[src/rtl/shreg194_pkg.sv]
// Shared types and constants for controllers of a 74LS194-style
// 4-bit universal shift register (op codes, FSM states, mode selects).
package shreg194_pkg;

    typedef enum logic [2:0] {
        OP_HOLD  = 3'b000,
        OP_LOAD  = 3'b001,
        OP_SHR   = 3'b010,
        OP_SHL   = 3'b011,
        OP_ROR   = 3'b100,
        OP_ROL   = 3'b101,
        OP_ASR   = 3'b110,
        OP_CLEAR = 3'b111
    } op_e;

    typedef enum logic [2:0] {
        ST_IDLE  = 3'd0,
        ST_LOAD  = 3'd1,
        ST_SHIFT = 3'd2,
        ST_CLEAR = 3'd3,
        ST_DONE  = 3'd4
    } state_e;

    localparam logic [1:0] MODE_HOLD = 2'b00;
    localparam logic [1:0] MODE_SHR  = 2'b01;
    localparam logic [1:0] MODE_SHL  = 2'b10;
    localparam logic [1:0] MODE_LOAD = 2'b11;

    function automatic logic is_shift(op_e o);
        return (o == OP_SHR) || (o == OP_SHL) || (o == OP_ROR) ||
               (o == OP_ROL) || (o == OP_ASR);
    endfunction

    // Right shifts move data QA->QD; the bit leaving is QD.
    function automatic logic is_right(op_e o);
        return (o == OP_SHR) || (o == OP_ROR) || (o == OP_ASR);
    endfunction

    function automatic logic [1:0] shift_mode(op_e o);
        return is_right(o) ? MODE_SHR : MODE_SHL;
    endfunction

endpackage

[src/rtl/shreg194_serial_mux.sv]
// Serial-input selector for a 194-style register: derives SR/SL from op.
// Ports: op (latched op), sin (fill bit), qa/qd (register ends), sr, sl.
module shreg194_serial_mux
    import shreg194_pkg::*;
(
    input  op_e  op,
    input  logic sin,
    input  logic qa,
    input  logic qd,
    output logic sr,
    output logic sl
);

    always_comb begin
        sr = 1'b0;
        sl = 1'b0;
        unique case (op)
            OP_SHR:  sr = sin;
            OP_ROR:  sr = qd;
            // Sign lives in QA, so ASR re-feeds QA into itself.
            OP_ASR:  sr = qa;
            OP_SHL:  sl = sin;
            OP_ROL:  sl = qa;
            default: ;
        endcase
    end

endmodule

[src/rtl/shreg194_ctrl.sv]
// Sequencer turning one start/op/count command into 74LS194 controls.
// Ports: clk, rst (sync, active high), start, op[2:0], count[CNT_W-1:0],
//   din[3:0], sin, q[3:0] (QA..QD feedback) -> s1, s0, sr, sl, pdata[3:0],
//   cr_n, busy, done, last_out.
// Build option: SHREG_CTRL_CLR_EN makes CLEAR pulse cr_n; otherwise CLEAR
//   is a parallel load of 0000 and cr_n stays high.
module shreg194_ctrl
    import shreg194_pkg::*;
#(
    parameter int CNT_W = 3
) (
    input  logic             clk,
    input  logic             rst,
    input  logic             start,
    input  logic [2:0]       op,
    input  logic [CNT_W-1:0] count,
    input  logic [3:0]       din,
    input  logic             sin,
    input  logic [3:0]       q,
    output logic             s1,
    output logic             s0,
    output logic             sr,
    output logic             sl,
    output logic [3:0]       pdata,
    output logic             cr_n,
    output logic             busy,
    output logic             done,
    output logic             last_out
);

    state_e           state;
    op_e              op_q;
    op_e              op_in;
    logic [CNT_W-1:0] rem;

    assign op_in = op_e'(op);

    shreg194_serial_mux u_mux (
        .op  (op_q),
        .sin (sin),
        .qa  (q[0]),
        .qd  (q[3]),
        .sr  (sr),
        .sl  (sl)
    );

    always_ff @(posedge clk) begin
        if (rst) begin
            state    <= ST_IDLE;
            op_q     <= OP_HOLD;
            rem      <= '0;
            {s1, s0} <= MODE_HOLD;
            pdata    <= '0;
            cr_n     <= 1'b1;
            busy     <= 1'b0;
            done     <= 1'b0;
            last_out <= 1'b0;
        end else begin
            unique case (state)
                ST_IDLE: begin
                    {s1, s0} <= MODE_HOLD;
                    cr_n     <= 1'b1;
                    done     <= 1'b0;
                    busy     <= 1'b0;
                    if (start) begin
                        op_q  <= op_in;
                        pdata <= din;
                        busy  <= 1'b1;
                        unique case (op_in)
                            OP_HOLD: begin
                                state <= ST_DONE;
                                done  <= 1'b1;
                            end
                            OP_LOAD: begin
                                state    <= ST_LOAD;
                                {s1, s0} <= MODE_LOAD;
                            end
                            OP_CLEAR: begin
`ifdef SHREG_CTRL_CLR_EN
                                state <= ST_CLEAR;
                                cr_n  <= 1'b0;
`else
                                // Clear realised as a load of zeros.
                                state    <= ST_LOAD;
                                {s1, s0} <= MODE_LOAD;
                                pdata    <= '0;
`endif
                            end
                            default: begin
                                if (count == '0) begin
                                    state <= ST_DONE;
                                    done  <= 1'b1;
                                end else begin
                                    state    <= ST_SHIFT;
                                    rem      <= count;
                                    {s1, s0} <= shift_mode(op_in);
                                end
                            end
                        endcase
                    end
                end

                ST_LOAD: begin
                    state    <= ST_DONE;
                    {s1, s0} <= MODE_HOLD;
                    done     <= 1'b1;
                end

`ifdef SHREG_CTRL_CLR_EN
                ST_CLEAR: begin
                    state <= ST_DONE;
                    cr_n  <= 1'b1;
                    done  <= 1'b1;
                end
`endif

                ST_SHIFT: begin
                    // q is the pre-edge value, i.e. the bit leaving now.
                    last_out <= is_right(op_q) ? q[3] : q[0];
                    rem      <= rem - 1'b1;
                    if (rem == CNT_W'(1)) begin
                        state    <= ST_DONE;
                        {s1, s0} <= MODE_HOLD;
                        done     <= 1'b1;
                    end
                end

                ST_DONE: begin
                    state <= ST_IDLE;
                    done  <= 1'b0;
                    busy  <= 1'b0;
                end

                default: begin
                    state    <= ST_IDLE;
                    {s1, s0} <= MODE_HOLD;
                    cr_n     <= 1'b1;
                    done     <= 1'b0;
                    busy     <= 1'b0;
                end
            endcase
        end
    end

endmodule

[config.mk]
export PLATFORM = sky130hd
export DESIGN_NAME = shreg194_ctrl
export DESIGN_NICKNAME = d
export VERILOG_FILES = /design/src/rtl/shreg194_pkg.sv /design/src/rtl/shreg194_serial_mux.sv /design/src/rtl/shreg194_ctrl.sv
export SDC_FILE = /design/constraint.sdc
export NUM_CORES = 1
export LEC_CHECK = 0
export BUFFER_PORTS_ARGS = -buffer_cell sky130_fd_sc_hd__clkbuf_2
export CORE_MARGIN = 2
export CORE_UTILIZATION = 52
export CTS_BUF_LIST = sky130_fd_sc_hd__clkbuf_8
export DETAILED_ROUTE_END_ITERATION = 8
export GPL_TIMING_DRIVEN = 0
export PLACE_DENSITY_LB_ADDON = 0.05
export RECOVER_POWER = 100
export SETUP_SLACK_MARGIN = 0.05
export SYNTH_ARGS = -nofsm -noshare
export SYNTH_HDL_FRONTEND = slang
export SYNTH_SLANG_ARGS = --single-unit
[constraint.sdc]
create_clock -name clk -period 2 [get_ports clk]
set_input_delay 0.4 -clock clk [delete_from_list [all_inputs] [get_ports clk]]
set_output_delay 0.4 -clock clk [all_outputs]
set_load 0.05 [all_outputs]
=== After elaboration in Yosys (flattened, before gate mapping) ===
Cells that the tools add are included.

* $add $sub $neg: 1
* Equality and inequality tests: 18
* Mux-type cells: 30
* Bitwise logic cells: 1
* Reduce and logical (&&, ||, !) cells: 15

{| class="wikitable"
|+ Operator list
! cell !! number
|-
| equality test 3 bit, second input constant || 7
|-
| two-way mux 3 bit || 6
|-
| equality test 3 x 2 -> 1 bit, second input constant || 4
|-
| case mux 1 bit (3 select lines) || 4
|-
| case mux 3 bit (2 select lines) || 2
|-
| two-way mux 1 bit || 10
|-
| case mux 1 bit (2 select lines) || 5
|-
| equality test 3 x 1 -> 1 bit, second input constant || 3
|-
| logical NOT 3 bit || 3
|-
| case mux 3 bit (3 select lines) || 1
|-
| != test 2 bit, second input constant || 4
|-
| AND reduction 2 bit || 3
|-
| logical OR 1 bit || 4
|-
| two-way mux 4 bit || 1
|-
| AND reduction 4 bit || 1
|-
| OR reduction 2 bit || 2
|-
| OR reduction 3 bit || 1
|-
| subtractor 3 x 1 -> 3 bit, second input constant || 1
|-
| two-way mux 2 bit || 1
|-
| nonzero test 2 bit || 1
|-
| inverter 1 bit || 1
|}

* Register bits: 18
* Input port bits: 18
* Word-level logic and storage cells: 74

=== Depth between registers and ports, before layout ===
Gate-level depths: netlist (run 1).

* Word-level depth: 8
* Gate-level depth with buffers: 6
* Gate-level depth less buffers: 6

=== Modules after synthesis ===
From an unflattened synthesis (run 1), not the netlist that was laid out.

* Cell total of the unflattened synthesis: 111
* Area total of the unflattened synthesis: 983.4 sq um

{| class="wikitable"
|+ Modules (own cells, without submodules)
! module !! times used !! cells an instance !! area each (sq um)
|-
| shreg194_ctrl || 1 || 105 || 933.4
|-
| shreg194_serial_mux || 1 || 6 || 50.0
|}

=== Worst setup path before layout (run 1) ===
No wires, ideal clock.

* Path type: reg-to-output
* Start: reg op_q[2]
* End: out sl
* Arrival time: 1,611 ps
* Path slack: -11 ps
* Cell stages (with the launch flop): 3
* Path buffers: 0
* Path through: dfxtp_1 nand3b_1 a21boi_0

* Cells in the longest elaborated chain, start to end: 2

{| class="wikitable"
|+ RTL lines
! what !! line !! source
|-
| start: declaration || shreg194_ctrl.sv:32 || <nowiki>op_e op_q;</nowiki>
|-
| start signal: assignment || shreg194_ctrl.sv:66 || <nowiki>op_q <= op_in;</nowiki>
|-
| equality test 3 bit or equality test 3 x 2 -> 1 bit (tied branches) || shreg194_serial_mux.sv:17 || <nowiki>unique case (op)</nowiki>
|-
| case mux 1 bit (2 select lines) * || shreg194_serial_mux.sv:17 ||
|-
| end: declaration || shreg194_ctrl.sv:23 || <nowiki>output logic sl,</nowiki>
|}

Mark *: on every way between the ends. The rest lies on a longest branch, timed or not.

=== Worst setup path in the final report (run 1) ===
Ends and elaborated chain as after synthesis.

==> results of run 1 <==
report_power, final:
group | internal (µW) | switching [µW]
registers | 391 | 26.1
logic | 88.1 | 166
clock network | 175 | 127
cells in the mapped netlist, types with 2 or more instances:
master	instances	area share
nand3b_1	5	0.039
dfxtp_1	18	0.37
nand2b_1	3	0.019
a221oi_1	2	0.018
nor2_1	11	0.043
mux2i_1	2	0.021
nand2_1	14	0.054
o21ai_0	3	0.015
nor2b_1	4	0.026
nor3b_1	2	0.015
inv_1	3	0.012
a21oi_1	11	0.057
a211oi_1	4	0.031
nand3_1	6	0.031
nor3_1	3	0.015
clkbuf_1	6	0.023
or3_1	2	0.013
ha_1	2	0.026
xor2_1	2	0.018
stage by stage:
stage	utilization	cell area [µm²]	hold slack (ps)	power, µW
after floorplan	-	969.7	451.3	626.4
after global placement	0.6394	1116	436.8	681.0
after detailed placement	0.6394	1116	442.9	689.2
after CTS	0.6710	1171	371.1	991.5
after global routing	0.6573	1147	385.8	1028
final	0.6573	1147	371.7	973.7
critical path, stage by stage (launching register included):
cell,delay (ps)
dfxtp_1,340
nand3b_1,180
a21boi_1,130
clkbuf_1,480
cells in the final DEF (no fill, tap or decap), drive strengths merged, types with 2 or more instances in the layout:
cell type / n
nor3b: 2
o21ai: 3
nor2b: 4
nand2: 14
nand3b: 5
inv: 3
nand3: 6
mux2i: 2
nor2: 11
nor3: 3
ha: 2
a211oi: 4
dfxtp: 18
or3: 2
nand2b: 3
clkbuf: 34
a221oi: 2
xor2: 2
a21oi: 12
cell families (layout without fill, tap and decap cells):
logic type,after synthesis,after routing
AND/OR/NAND/NOR,53,53
AO/OA/AOI/OAI,28,28
flip-flops,18,18
buffers and inverters,11,38
XOR/XNOR,3,3
multiplexers,3,3
adder cells (fa/ha/maj),2,2
other,1,1
path summary, 6_finish.rpt:
kind / start / cells past startpoint / endpoint
worst max-delay path: op_q[2]$_SDFFE_PP0P_ / 3 / sl
worst min-delay path: din[0] / 3 / pdata[0]$_SDFFE_PP0P_
worst max register to register: state[2]$_SDFFE_PP0P_ / 5 / s0$_SDFFE_PP0P_
worst min register to register: pdata[1]$_SDFFE_PP0P_ / 2 / pdata[1]$_SDFFE_PP0P_
sequential cells by signal, summed over array words and instances, names as in the netlist:
register,count
pdata,4
done,1
rem,3
last_out,1
op_q,3
s1,1
state,3
busy,1
s0,1
final cells by class:
| class | instances | area, µm² | area share |
|---|---|---|---|
| plain buffers | 8 | 35.03 | 0.03053 |
| clock buffers | 4 | 55.05 | 0.04798 |
| inverters | 3 | 11.26 | 0.009815 |
| repair buffers | 23 | 102.6 | 0.08942 |
| multi-input cells | 90 | 551.8 | 0.4809 |
| flip-flops and latches | 18 | 360.3 | 0.3141 |
| well taps | 25 | 31.28 | 0.02726 |
routing by layer:
metal  share of wire  GRT usage
met1            0.46     0.2575
met2            0.47     0.3507
met3           0.048    0.03462
met4           0.019     0.1000
met5               0          0
==> reports/qor.txt, run 1 <==
Setup slack, reg-to-reg - 220 ps
Syn Inst Count - 119
Detailed Routing Iterations Pass 1 - 4
Die W - 47.18 µm
Synth Net Count - 139
Post-Synth XOR/XNOR Area - 0.02710
Post-DP HPWL - 1553 µm
Crit Path Class - reg -> out
Power Density - 848.6 nW/µm²
Crit-path max FO - 5
Avg WL per Cell - 11.84 µm
Number of global-route vias before repair - 777
Slew @ Worst Pin - 621.1 ps
Longest Clk Path Bufs - 2
GPL Wtd Cong - 0.7557
Worst slack, placed - 154.2 ps
Diodes inserted - 0
Peak Freq - 559.6 MHz
CP Data Required Time - 1600 ps
Worst Skew - 2.301 ps
Pleak - 0.0004429 µW
Initial antenna violation count - 0
# Max-Cap Violations - 0
Syn Std Cell Area - 969.7 µm²
Fin cells - 171
Post-synthesis simple-gate area fraction - 0.2981
Minimum clock period - 1787 ps
Synth async-reset ratio - 0
Combinational family with the most area after synthesis - simple AND/OR/NAND/NOR gates
DR vias - 913
Gr usage total - 0.2085
CORE AREA - 1745 µm²
Placed cell count - 167
Largest vdd supply drop - 0.4707 mV
TNS Setup - 0 ps
Num CTS Buffers - 3
Row Count - 15
Mapped Avg Cell Area - 8.149 µm²
H-tree level count - 1
First-pass GRT wire length - 3270 µm
Initial DRC count - 15
Final Max Tran Viols - 0
Initial Util - 0.5556
RSZ-0062 raised after global routing - no
CTS Sinks - 18
Worst hold-check path type - in -> reg
Critical Path End Type - output pin
Sequential fraction of the synthesis area - 0.3716
Ratio of cells with drive above 1 in the final layout - 0.1575
Setup crit start kind - flip-flop
# IOs - 30
DIE AREA - 2226 µm²
Setup-failing EPs final - 0
# DRC - 0
EDFF count, synth - 0
#FFs+latches synth - 18
Postcts setup bufs - 0
CTS resizes - 0
Root buffer cell - clkbuf_8
Final Hold Viols - 0
Worst Path Arrival - 1390 ps
Max_slew headroom - 0.5844
Worst-skew pair later-pin latency - 260 ps
Grt ovf - 0
Die Ht - 47.18 µm
Part of the cycle the worst path needs - 0.8935
Largest net degree at the start of global routing - 11
Clk slew on worst S/H paths - 70 ps
ANT nets after route - 0
Post-Synth Adder-Cell Area - 0.02581
Compound-cell area share of the yosys netlist - 0.1935
Number of port buffers - 23
Status - finished clean
Worst Setup Slack, final - 213.1 ps
Hold_buf cts - 0
Area added between synthesis and finish - 18.32%
Drt via density - 5.339
YS warnings - 0
Total wire length - 2025 µm
Synth Flop Type - dfxtp_1
Final nets - 167
Fillers - 166
Yosys cell types - 35
Post-synthesis mux area share - 0.03226
CTS tree - yes
Power figures use the tool's default switching activity.
==> inputs of run 2 (changes only) <==
- PLACE_DENSITY: default -> 0.87
- PLACE_DENSITY_LB_ADDON: 0.05 -> default
==> run 2 against run 1 <==
Net effect:
- sequential power about the same
- via count up 0.33%
- utilization is the same
- non-clock buffer count is the same
- critical endpoint is now state[0]$_SDFFE_PP0P_
==> reports/qor.txt, run 2 (synthesis gave the netlist of run 1 again) <==
Final Max Tran Viols - 0 (unchanged)
CTS tree - yes
TNS Setup - 0 ps (unchanged)
Largest register FFs - 4 (unchanged)
Ratio of cells with drive above 1 in the final layout - 0.1575 (unchanged)
Final nets - 167 (unchanged)
H-tree level count - 1 (unchanged)
Power Density - 846.9 nW/µm² (-0.20%)
DIE AREA - 2226 µm² (unchanged)
Max_slew headroom - 0.5562 (-0.02821)
Fin cells - 171 (unchanged)
Postcts setup bufs - 0 (unchanged)
Grt ovf - 0 (unchanged)
Commonest non-fill, non-tap cells in the layout - dfxtp_1 (18), clkbuf_1 (16), nand2_1 (14), clkbuf_2 (14)
Worst hold-check path type - in -> reg
Worst Skew - 4.994 ps (+2.693 ps)
Avg WL per Cell - 12.29 µm (+3.8%)
Initial antenna violation count - 0 (unchanged)
Crit Path Class - reg -> reg
Initial DRC count - 16 (+1)
Root buffer cell - clkbuf_8
Seq pwr share - 0.429 (about the same)
CORE AREA - 1745 µm² (unchanged)
Largest Register - pdata
Crit-path max FO - 10 (+5)
Smallest hold slack - 373.3 ps (+1.564 ps)
Final Hold Viols - 0 (unchanged)
DR vias - 916 (+0.33%)
Number of global-route vias before repair - 759 (-2.3%)
Critical Path End Type - flip-flop
Routed wl met3 - 95 µm (-2.1%)
Largest net degree at the start of global routing - 11 (unchanged)
Detailed Routing Iterations Pass 1 - 4 (unchanged)
RSZ-0062 raised after global routing - no
Dpl cell area - 1116 µm² (unchanged)
Part of the cycle the worst path needs - 0.9110 (+0.01753)
# Max-Cap Violations - 0 (unchanged)
Num CTS Buffers - 3 (unchanged)
Row Count - 15 (unchanged)
NetSw - 318.0 µW (-0.35%)
CTS Sinks - 18 (unchanged)
# IOs - 30 (unchanged)
Combinational group share of total power - 0.264 (+0.003)
Die Ht - 47.18 µm (unchanged)
Number of port buffers - 23 (unchanged)
Setup crit start kind - flip-flop
Area added between synthesis and finish - 18.32% (unchanged)
Status - finished clean
Longest Clk Path Bufs - 2 (unchanged)
Total Power - 971.7 µW (-0.20%)
Hold_buf cts - 0 (unchanged)
Clk pwr share - 0.306 (-0.004)
Peak Freq - 548.9 MHz (-1.9%)
CP Data Required Time - 2180 ps (+580 ps)
Slew @ Worst Pin - 663.3 ps (+42.16 ps)
GPL Wtd Cong - 0.7616 (+0.78%)
Total wire length - 2101 µm (+3.8%)
Fillers - 174 (+4.8%)
Diodes inserted - 0 (unchanged)
Minimum clock period - 1822 ps (+35.05 ps)
Largest vdd supply drop - 0.5461 mV (+16%)
Worst-skew pair later-pin latency - 260 ps (about the same)
Finished Cell Area - 1147 µm² (unchanged)
# DRC - 0 (unchanged)
ANT nets after route - 0 (unchanged)
Clk slew on worst S/H paths - 70 ps (about the same)
Worst Path Arrival - 2000 ps (+610 ps)
CTS resizes - 0 (unchanged)
Setup slack, reg-to-reg - 180 ps (-40 ps)
Die W - 47.18 µm (unchanged)
Initial Util - 0.5556 (unchanged)
Pleak - 0.0004432 µW (about the same)
Post-DP HPWL - 1551 µm (-0.12%)
Most common cell after layout, fill and taps aside - dfxtp_1
Setup-failing EPs final - 0 (unchanged)
WL met1 - 960 µm (+3.6%)
Wire length on met2 - 1005 µm (+4.7%)
Drt via density - 5.357 (+0.33%)
Internal Power - 653.7 µW (-0.14%)
Gr usage total - 0.2088 (+0.0003273)
Switching share of power - 0.3273 (-0.0004671)
First-pass GRT wire length - 3263 µm (-0.21%)
Top sig layer - met4
Placed cell count - 167 (unchanged)
run 2: cell counts in the layout (fill, tap and decap cells not counted):
No cell type changed its count.
run 2: per-stage QoR:
| stage | setup WS (ps) | utilization |
|---|---|---|
| 2_1_floorplan | 234.1 | - |
| 3_3_place_gp | 160.4 | 0.6394 |
| 3_5_place_dp | 114.5 | 0.6394 |
| 4_1_cts | 205.5 | 0.6710 |
| 5_1_grt | 81.74 | 0.6573 |
| 6_report | 178.0 | 0.6573 |
run 2: path summary, 6_finish.rpt:
check | startpoint | endpoint | cells past startpoint
worst min register to register | pdata[2]$_SDFFE_PP0P_ | pdata[2]$_SDFFE_PP0P_ | 2
worst min-delay path | din[1] | pdata[1]$_SDFFE_PP0P_ | 3
worst max-delay path | state[2]$_SDFFE_PP0P_ | state[0]$_SDFFE_PP0P_ | 4
worst max register to register | state[2]$_SDFFE_PP0P_ | state[0]$_SDFFE_PP0P_ | 4
run 2: worst max-delay path: stages, from the launching register on:
cell and delay (ps):
dfxtp_1 350, or3b_1 450, nor2_1 540, nand2_1 190, nor3_1 210
run 2: per-layer routing:
layer | vias to the layer above | track usage
li1 | 467 | -
met1 | 418 | 0.2704
met2 | 26 | 0.3534
met3 | 5 | 0.02308
met4 | 0 | 0.08333
met5 | - | 0
run 2: layout make-up:
class	count	area, µm²	area share
Multi-Input combinational cell	90	551.8	0.4809
Sequential cell	18	360.3	0.3141
Timing Repair Buffer	23	103.9	0.09051
Clock buffer	4	55.05	0.04798
Buffer	8	33.78	0.02944
Tap cell	25	31.28	0.02726
Inverter	3	11.26	0.009815
run 2: power groups by stage:
stage	logic [µW]	registers (µW)	clock network (µW)
2_1_floorplan	154	473	0
3_3_place_gp	256	423	0
3_5_place_dp	265	425	0
4_1_cts	267	417	296
5_1_grt	281	422	316
6_report	257	417	298
==> inputs of run 3 (changes only) <==
--- a/constraint.sdc
+++ b/constraint.sdc
@@ -3,2 +3,2 @@
 set_output_delay 0.4 -clock clk [all_outputs]
-set_load 0.05 [all_outputs]
+set_load 0.005 [all_outputs]
==> run 3 against run 2 <==
Net effect:
- clock power about the same
- highest routed layer unchanged
- register-to-register slack improved by 20 ps
- global-route usage increased by 0.14 points
- fmax increased by 1.0%
- clock skew decreased by 1.7 ps
- via count increased by 0.98%
- cell count unchanged
- combinational power decreased by 24%
- sequential power about the same
- die area unchanged
==> reports/qor.txt, run 3 (synthesis gave the netlist of run 1 again) <==
ANT nets after route - 0 (unchanged)
H-tree level count - 1 (unchanged)
Clk pwr share - 0.324 (+0.018)
Largest Register - pdata
Slew @ Worst Pin - 655.0 ps (-8.291 ps)
Area added between synthesis and finish - 18.58%
Crit-path max FO - 8 (-2)
Clk slew on worst S/H paths - 70 ps (about the same)
Drt via density - 5.409 (+0.98%)
Hold_buf cts - 0 (unchanged)
Post-DP HPWL - 1644 µm (+6.0%)
First-pass GRT wire length - 3284 µm (+0.64%)
Seq pwr share - 0.461 (+0.032)
CTS Sinks - 18 (unchanged)
Pleak - 0.0004498 µW (+1.5%)
# Max-Cap Violations - 0 (unchanged)
Status - finished clean
GPL Wtd Cong - 0.7397 (-2.9%)
CP Data Required Time - 2190 ps (about the same)
Seq. cell area - 360.3 µm² (unchanged)
Total wire length - 2096 µm (-0.24%)
TNS Setup - 0 ps (unchanged)
Largest net degree at the start of global routing - 11 (unchanged)
DIE AREA - 2226 µm² (unchanged)
Worst slack, placed - 148.6 ps (+34.11 ps)
Critical Path End Type - flip-flop
Gr usage total - 0.2102 (+0.001405)
Area of the multi-input gates - 551.8 µm² (unchanged)
Worst hold-check path type - in -> reg
Largest vdd supply drop - 0.6706 mV (+23%)
Die Ht - 47.18 µm (unchanged)
Final Max Tran Viols - 0 (unchanged)
Initial DRC count - 10 (-6)
Total Power - 908.9 µW (-6.5%)
Peak Freq - 554.5 MHz (+1.0%)
Longest Clk Path Bufs - 2 (unchanged)
NetSw - 254.0 µW (-20%)
Minimum clock period - 1803 ps (-18.53 ps)
RSZ-0062 raised after global routing - no
Grt ovf - 0 (unchanged)
# IOs - 30 (unchanged)
Diodes inserted - 0 (unchanged)
Crit Path Class - reg -> reg
Setup crit start kind - flip-flop
Switching share of power - 0.2795 (-0.04778)
Final Hold Viols - 0 (unchanged)
Setup-failing EPs final - 0 (unchanged)
Fillers - 168 (-3.4%)
Row Count - 15 (unchanged)
Internal Power - 654.9 µW (+0.19%)
Initial antenna violation count - 0 (unchanged)
Root buffer cell - clkbuf_8
Final nets - 167 (unchanged)
Largest register FFs - 4 (unchanged)
Number of port buffers - 23 (unchanged)
Combinational group share of total power - 0.215 (-0.049)
DR vias - 925 (+0.98%)
Postcts setup bufs - 0 (unchanged)
Power Density - 790.5 nW/µm² (-6.7%)
Worst Skew - 3.278 ps (-1.716 ps)
CTS tree - yes
Part of the cycle the worst path needs - 0.9017 (-0.009267)
Smallest hold slack - 378.6 ps (+5.241 ps)
Initial Util - 0.5556 (unchanged)
Commonest non-fill, non-tap cells in the layout - dfxtp_1 (18), clkbuf_2 (16), nand2_1 (14), clkbuf_1 (14)
CTS resizes - 0 (unchanged)
Worst-skew pair later-pin latency - 250 ps (about the same)
CORE AREA - 1745 µm² (unchanged)
Num CTS Buffers - 3 (unchanged)
Worst Setup Slack, final - 196.6 ps (+18.53 ps)
Detailed Routing Iterations Pass 1 - 5 (+1)
Max_slew headroom - 0.5617 (+0.005548)
Most common cell after layout, fill and taps aside - dfxtp_1
Die W - 47.18 µm (unchanged)
Number of global-route vias before repair - 787 (+3.7%)
# DRC - 0 (unchanged)
Worst Path Arrival - 1990 ps (about the same)
Avg WL per Cell - 12.26 µm (-0.24%)
Setup slack, reg-to-reg - 200 ps (+20 ps)
Ratio of cells with drive above 1 in the final layout - 0.1712 (+0.01370)
==> run 3: cell count changes in the layout (fill, tap and decap cells not counted) <==
cell	change
clkbuf_2	+2
clkbuf_1	-2
==> run 3: through the flow <==
step           cells  cell area, µm²  utilization
3_5_place_dp     167            1116       0.6394
3_3_place_gp     167            1116       0.6394
4_1_cts          171            1171       0.6710
5_1_grt          171            1150       0.6588
6_report         171            1150       0.6588
2_1_floorplan    119           969.7            -
==> run 3: worst paths after layout <==
kind	start	endpoint	cells after the start
worst max-delay path	state[2]$_SDFFE_PP0P_	s0$_SDFFE_PP0P_	5
worst min-delay path	din[1]	pdata[1]$_SDFFE_PP0P_	3
worst min register to register	pdata[2]$_SDFFE_PP0P_	pdata[2]$_SDFFE_PP0P_	2
worst max register to register	state[2]$_SDFFE_PP0P_	s0$_SDFFE_PP0P_	5
==> run 3: cell type report <==
type	count	share of cell area
Multi-Input combinational cell	90	0.4799
Sequential cell	18	0.3134
Timing Repair Buffer	23	0.09249
Clock buffer	4	0.04788
Buffer	8	0.02938
Tap cell	25	0.02720
Inverter	3	0.009793
==> run 3: critical path: stages (launching register included) <==
cell and delay, ps:
dfxtp_1 350, or3b_1 440, or2_0 210, clkbuf_1 200, or3_1 420, a21oi_2 120
==> run 3: power by group through the flow <==
| stage | logic (µW) | registers [µW] | clock network [µW] |
|---|---|---|---|
| 5_1_grt | 219 | 423 | 323 |
| 4_1_cts | 204 | 419 | 301 |
| 3_3_place_gp | 194 | 423 | 0 |
| 3_5_place_dp | 203 | 427 | 0 |
| 6_report | 196 | 419 | 295 |
| 2_1_floorplan | 143 | 422 | 0 |
==> run 3: layer usage <==
metal | vias to the layer above | track usage | routed length (µm)
met5 | - | 0 | 0
met4 | 0 | 0.07778 | 31
met3 | 6 | 0.05000 | 106
met2 | 34 | 0.3781 | 1012
met1 | 412 | 0.2395 | 945
li1 | 473 | - | -
